$ cat src/rtl/blit_pkg.sv
// Shared constants and types for the sprite blitter.
package blit_pkg;

    localparam logic [1:0] MODE_OPAQUE = 2'b00;
    localparam logic [1:0] MODE_KEY    = 2'b01;
    localparam logic [1:0] MODE_FILL   = 2'b10;

    localparam int DEF_SCREEN_W = 160;
    localparam int DEF_SCREEN_H = 120;

    localparam logic [2:0] BLACK = 3'b000;

    typedef enum logic [1:0] {
        ST_IDLE,
        ST_SCAN,
        ST_DRAIN,
        ST_DONE
    } blit_state_t;

    // Counter width able to hold 0..n-1 (at least one bit).
    function automatic int cnt_width(input int n);
        return (n > 1) ? $clog2(n) : 1;
    endfunction

endpackage

$ cat src/rtl/blit_raster_counter.sv
// Row-major raster position generator: sprite column, row and linear ROM
// address, advanced together. The address is incremented, never multiplied.
module blit_raster_counter
    import blit_pkg::*;
#(
    parameter int SPR_W  = 160,
    parameter int SPR_H  = 120,
    parameter int ADDR_W = 15,
    localparam int SX_W  = cnt_width(SPR_W),
    localparam int SY_W  = cnt_width(SPR_H)
) (
    input  logic              clk,
    input  logic              resetn,
    input  logic              clear,
    input  logic              advance,
    output logic [SX_W-1:0]   sx,
    output logic [SY_W-1:0]   sy,
    output logic [ADDR_W-1:0] addr,
    output logic              last
);

    logic row_end;

    // Decode end of row and final pixel of the sprite.
    always_comb begin
        row_end = (sx == SX_W'(SPR_W - 1));
        last    = row_end && (sy == SY_W'(SPR_H - 1));
    end

    // Raster walk: column wraps into the next row, address tracks linearly.
    always_ff @(posedge clk) begin
        if (!resetn || clear) begin
            sx   <= '0;
            sy   <= '0;
            addr <= '0;
        end else if (advance) begin
            if (row_end) begin
                sx <= '0;
                sy <= sy + 1'b1;
            end else begin
                sx <= sx + 1'b1;
            end
            addr <= addr + 1'b1;
        end
    end

endmodule

$ cat src/rtl/sprite_blitter.sv
// Sprite blitter: streams a SPR_W x SPR_H image out of a synchronous colour
// ROM onto the VGA plot interface at a latched origin, with clipping,
// colour-key transparency and solid-fill modes.
module sprite_blitter
    import blit_pkg::*;
#(
    parameter int SCREEN_W = DEF_SCREEN_W,
    parameter int SCREEN_H = DEF_SCREEN_H,
    parameter int X_W      = 8,
    parameter int Y_W      = 7,
    parameter int COLOUR_W = 3,
    parameter int SPR_W    = 160,
    parameter int SPR_H    = 120,
    parameter int ADDR_W   = 15,
    parameter int ROM_LAT  = 1
) (
    input  logic                clk,
    input  logic                resetn,
    input  logic                start,
    input  logic [X_W-1:0]      x_origin,
    input  logic [Y_W-1:0]      y_origin,
    input  logic [1:0]          mode,
    input  logic [COLOUR_W-1:0] key_colour,
    input  logic [COLOUR_W-1:0] fill_colour,
    output logic [ADDR_W-1:0]   rom_addr,
    input  logic [COLOUR_W-1:0] rom_q,
    output logic [X_W-1:0]      x_to_vga,
    output logic [Y_W-1:0]      y_to_vga,
    output logic [COLOUR_W-1:0] colour_to_vga,
    output logic                plot,
    output logic                busy,
    output logic                done
);

    localparam int SX_W = cnt_width(SPR_W);
    localparam int SY_W = cnt_width(SPR_H);
    localparam int XS_W = X_W + 1;
    localparam int YS_W = Y_W + 1;
    localparam int DC_W = cnt_width(ROM_LAT + 1);

    blit_state_t state, state_next;

    logic                accept;
    logic                advance;
    logic                last;
    logic [SX_W-1:0]     sx;
    logic [SY_W-1:0]     sy;
    logic [DC_W-1:0]     drain_cnt;

    logic [X_W-1:0]      x_org;
    logic [Y_W-1:0]      y_org;
    logic [1:0]          mode_r;
    logic [COLOUR_W-1:0] key_r;
    logic [COLOUR_W-1:0] fill_r;

    logic                pv  [ROM_LAT];
    logic [SX_W-1:0]     psx [ROM_LAT];
    logic [SY_W-1:0]     psy [ROM_LAT];

    logic [XS_W-1:0]     sum_x;
    logic [YS_W-1:0]     sum_y;
    logic                draw;
    logic [COLOUR_W-1:0] pix_colour;

    blit_raster_counter #(
        .SPR_W  (SPR_W),
        .SPR_H  (SPR_H),
        .ADDR_W (ADDR_W)
    ) u_raster (
        .clk     (clk),
        .resetn  (resetn),
        .clear   (accept),
        .advance (advance),
        .sx      (sx),
        .sy      (sy),
        .addr    (rom_addr),
        .last    (last)
    );

    // State register.
    always_ff @(posedge clk) begin
        if (!resetn) state <= ST_IDLE;
        else         state <= state_next;
    end

    // Next-state and control decode.
    always_comb begin
        state_next = state;
        accept     = 1'b0;
        advance    = 1'b0;
        busy       = 1'b0;
        done       = 1'b0;
        unique case (state)
            ST_IDLE: begin
                if (start) begin
                    accept     = 1'b1;
                    state_next = ST_SCAN;
                end
            end
            ST_SCAN: begin
                busy = 1'b1;
                if (last) state_next = ST_DRAIN;
                else      advance    = 1'b1;
            end
            ST_DRAIN: begin
                busy = 1'b1;
                if (drain_cnt == DC_W'(ROM_LAT)) state_next = ST_DONE;
            end
            ST_DONE: begin
                done       = 1'b1;
                state_next = ST_IDLE;
            end
            default: state_next = ST_IDLE;
        endcase
    end

    // Drain timer: counts the ROM_LAT+1 cycles spent flushing the pipeline.
    always_ff @(posedge clk) begin
        if (!resetn || state != ST_DRAIN) drain_cnt <= '0;
        else                              drain_cnt <= drain_cnt + 1'b1;
    end

    // Configuration captured when a start is accepted.
    always_ff @(posedge clk) begin
        if (!resetn) begin
            x_org  <= '0;
            y_org  <= '0;
            mode_r <= MODE_OPAQUE;
            key_r  <= '0;
            fill_r <= '0;
        end else if (accept) begin
            x_org  <= x_origin;
            y_org  <= y_origin;
            mode_r <= mode;
            key_r  <= key_colour;
            fill_r <= fill_colour;
        end
    end

    // Delay line keeping position and valid aligned with the ROM read data.
    always_ff @(posedge clk) begin
        if (!resetn) begin
            for (int unsigned i = 0; i < ROM_LAT; i++) begin
                pv[i]  <= 1'b0;
                psx[i] <= '0;
                psy[i] <= '0;
            end
        end else begin
            pv[0]  <= (state == ST_SCAN);
            psx[0] <= sx;
            psy[0] <= sy;
            for (int unsigned i = 1; i < ROM_LAT; i++) begin
                pv[i]  <= pv[i-1];
                psx[i] <= psx[i-1];
                psy[i] <= psy[i-1];
            end
        end
    end

    // Screen position, clip, key and fill decode for the pixel now on rom_q.
    always_comb begin
        sum_x      = XS_W'(x_org) + XS_W'(psx[ROM_LAT-1]);
        sum_y      = YS_W'(y_org) + YS_W'(psy[ROM_LAT-1]);
        pix_colour = (mode_r == MODE_FILL) ? fill_r : rom_q;
        draw       = pv[ROM_LAT-1]
                     && (sum_x < XS_W'(SCREEN_W))
                     && (sum_y < YS_W'(SCREEN_H))
                     && !((mode_r == MODE_KEY) && (rom_q == key_r));
    end

    // Output register; coordinates and colour only move on a plotted pixel.
    always_ff @(posedge clk) begin
        if (!resetn) begin
            plot          <= 1'b0;
            x_to_vga      <= '0;
            y_to_vga      <= '0;
            colour_to_vga <= COLOUR_W'(BLACK);
        end else begin
            plot <= draw;
            if (draw) begin
                x_to_vga      <= sum_x[X_W-1:0];
                y_to_vga      <= sum_y[Y_W-1:0];
                colour_to_vga <= pix_colour;
            end
        end
    end

endmodule

$ cat config.mk
export PLATFORM = sky130hd
export DESIGN_NAME = sprite_blitter
export DESIGN_NICKNAME = d
export VERILOG_FILES = /design/src/rtl/blit_pkg.sv /design/src/rtl/blit_raster_counter.sv /design/src/rtl/sprite_blitter.sv
export SDC_FILE = /design/constraint.sdc
export NUM_CORES = 1
export LEC_CHECK = 0
export CORE_MARGIN = 3
export CORE_UTILIZATION = 53
export CTS_CLUSTER_SIZE = 12
export DETAILED_ROUTE_END_ITERATION = 16
export GPL_ROUTABILITY_DRIVEN = 0
export PLACE_DENSITY = 0.85
export REMOVE_ABC_BUFFERS = 1
export SLEW_MARGIN = 20
export SYNTH_ARGS = -nofsm -noshare
export SYNTH_HDL_FRONTEND = slang
export SYNTH_HIERARCHICAL = 1
export SYNTH_SLANG_ARGS = --single-unit
$ cat constraint.sdc
create_clock -name clk -period 2.9 [get_ports clk]
set_input_delay 0.58 -clock clk [delete_from_list [all_inputs] [get_ports clk]]
set_output_delay 0.58 -clock clk [all_outputs]
set_load 0.05 [all_outputs]
==> impl_metrics.yaml <==
setup_path:
  crit_type: "flop to flop"
  worst_r2r_path_depth: 11
  startpoint: "y_org[0]"
  r2r_slack_ns: 0.14
  crit_arrival_ns: 3.04
  critPathMaxFanout: 15
  reg2reg_from: "y_org[0]"
  cp.required_ns: 3.19
  crit_path_end_kind: "flop"
  worstSetupStartpointType: "flop"
routing:
  drt_iter0_drc: 101
  vias: 3610
  wl_per_cell_um: 14.2
  ant_nets: 0
  wirelength_um: 9330
  dr.pass1.iters: 4
  avgViaCountPerCell: 5.49
  drcViolationCount: 0
pwr:
  switching_power_w: 0.00116
  p_sw_frac: 0.337
  combinationalPowerShare: 0.302
  power.share.sequential: 0.425
  power_density_nw_per_um2: 636
  p_leak_nw: 2.17
  p_clk_frac: 0.273
  ir_drop_mv: 0.315
  total_power_w: 0.00343
  p_int_w: 0.00227
layout:
  final_net_count: 606
  final_common_cell: "dfxtp_1"
  area_growth_pct: 22.0
  mostFrequentLayoutCells: "dfxtp_1, nand2_1, clkdlybuf4s50_1, nor2_1"
  fillCellCount: 644
  drive_gt1_frac: 0.0701
  n_antenna_cell: 0
timing:
  finalCritPeriodShare: 0.951
  tightest_slew_ns: 0.606
  slew_violations: 0
  slew_headroom: 0.595
  setup_viol: 0
  finalHoldViolCount: 0
  rsz0062_at_grt: "false"
  max_freq_mhz: 363
  fin_setup_tns_ns: 0
  fin_crit_ns: 2.76
  finClkSkew_ns: 0.0105
worst_hold_path:
  worstHoldPathCells: 2
  holdCritPathClass: "flop to flop"
  hp-start: "y_to_vga[3]"
die:
  rows: 32
  core_area_um2: 7930
  ios: 65
  die_height_um: 97.3
  die_area_um2: 9470
  die_x_um: 97.3
  start_util: 0.557
run:
  cap_violations: 0
place:
  hpwl_um: 6750
  port_buffers: 64
grt:
  grt_usage: 0.191
  grt_pass1_wl_um: 15200
  grt_pass1_vias: 3383
  antenna_found_initial: 0
  grt_max_degree: 33
  grt.overflow.total: 0
yosys:
  synth_seq_area_share: 0.412
  ys_ff_latch: 91
  yosysUniqueCellTypes: 62
  synthArstFlopShare: 0
  ys.flop_type: "dfxtp_1"
  syn_avg_cell_area_um2: 9.06
  syn_inst: 488
  synth-edff-count: 0
  synth_area_um2: 4420
  synth.yosys.warnings: 6
clock_network:
  cts_tree: "yes"
  cts.htree.levels: 3
  clk_path_buf_depth: 2
  clk_latency_ns: 0.35
  cts_sinks: 91
  postCtsSetupBuffers: 0
  clockRootBuffer: "clkbuf_8"
  cts_made_buffers: 9
  clkTransAtPathRegs_ns: 0.09
run_status:
  status: "finished clean"
==> power groups by stage <==
stage	Combinational, W	Clock [W]	Sequential [W]
2_1_floorplan	0.000577	0	0.00159
3_3_place_gp	0.00100	0	0.00148
3_5_place_dp	0.00103	0	0.00149
4_1_cts	0.00104	0.000944	0.00146
5_1_grt	0.00113	0.00100	0.00147
6_report	0.00104	0.000938	0.00146
==> state kept, by name, indices dropped and copies added (netlist names), 7 cells and up <==
signal	flops
u_raster/addr	15
psx	8
u_raster/sx	8
x_org	8
x_to_vga	8
psy	7
u_raster/sy	7
y_org	7
y_to_vga	7
==> final timing paths <==
kind                  to
max reg2reg  x_to_vga[0]
min reg2reg  y_to_vga[3]
max          x_to_vga[0]
min          y_to_vga[3]
==> synthesized netlist by cell type (all sizes together) (2+ instances only) <==
| library cell | n | area (µm²) |
|---|---|---|
| a211oi | 2 | 20.0 |
| a21boi | 24 | 180 |
| a21o | 4 | 30.0 |
| a21oi | 11 | 55.1 |
| a31oi | 3 | 18.8 |
| a41o | 3 | 30.0 |
| and2 | 17 | 106 |
| and3 | 7 | 45.1 |
| and4 | 4 | 35.0 |
| buf | 7 | 40.0 |
| clkbuf | 12 | 45.0 |
| dfxtp | 91 | 1820 |
| fa | 2 | 40.0 |
| ha | 23 | 288 |
| inv | 19 | 71.3 |
| mux2i | 17 | 170 |
| nand2 | 81 | 304 |
| nand2b | 5 | 31.3 |
| nand3 | 16 | 85.1 |
| nand3b | 3 | 22.5 |
| nand4 | 9 | 56.3 |
| nor2 | 37 | 146 |
| nor2b | 4 | 25.0 |
| nor3 | 11 | 71.3 |
| nor3b | 4 | 35.0 |
| nor4 | 8 | 56.3 |
| o211a | 8 | 80.1 |
| o211ai | 2 | 28.8 |
| o21a | 3 | 22.5 |
| o21ai | 5 | 28.8 |
| o2bb2ai | 2 | 17.5 |
| o31ai | 2 | 15.0 |
| or4b | 2 | 20.0 |
| xnor2 | 13 | 114 |
| xor2 | 14 | 123 |
==> metal layers <==
layer | global-route usage | routed length [µm]
met1 | 0.241 | 4200
met2 | 0.324 | 4490
met3 | 0.0380 | 451
met4 | 0.0724 | 193
met5 | 0 | 0
==> metrics by stage <==
stage,hold slack [ns],setup WS [ns],instance area [µm²],instances,util
after floorplan,0.435,0.168,4330,469,-
after global placement,0.448,0.276,5170,643,0.652
after detailed placement,0.446,0.133,5170,643,0.652
after CTS,0.467,0.0939,5390,658,0.679
after global routing,0.488,0.00616,5390,658,0.680
final,0.463,0.143,5390,658,0.680
==> timing repair <==
action,CTS,global route
hold buffers,0,0
resized for setup,0,1
endpoints found under the setup margin,0,2
==> final cells by class <==
| class | instances | area (µm²) | area share |
|---|---|---|---|
| timing repair buffer | 72 | 708 | 0.131 |
| clock buffer | 10 | 138 | 0.0255 |
| inverter | 19 | 71.3 | 0.0132 |
| clock inverter | 5 | 77.6 | 0.0144 |
| sequential | 91 | 1820 | 0.338 |
| tap | 102 | 128 | 0.0237 |
| multi-input combinational | 359 | 2450 | 0.454 |
==> worst max-delay path, stage by stage, from the launching register on <==
cell,delay [ns]
dfxtp_1,0.36
ha_1,0.18
inv_1,0.06
fa_1,0.37
nand2b_1,0.22
a211oi_2,0.29
nor4_1,0.08
a311o_1,0.36
and4_1,0.22
nor2_4,0.19
buf_12,0.17
mux2i_1,0.19
==> logic make-up after synthesis <==
logic type	Yosys count	share of synthesized area
xor gates and xnor gates	27	0.0535
and+or+nand+nor	213	0.246
buffers and inverters	38	0.0354
AOI/OAI and AO/OA	77	0.140
adders and majority gates	25	0.0742
muxes	17	0.0385
DFF	91	0.412
(Power assumes the default switching activity.)
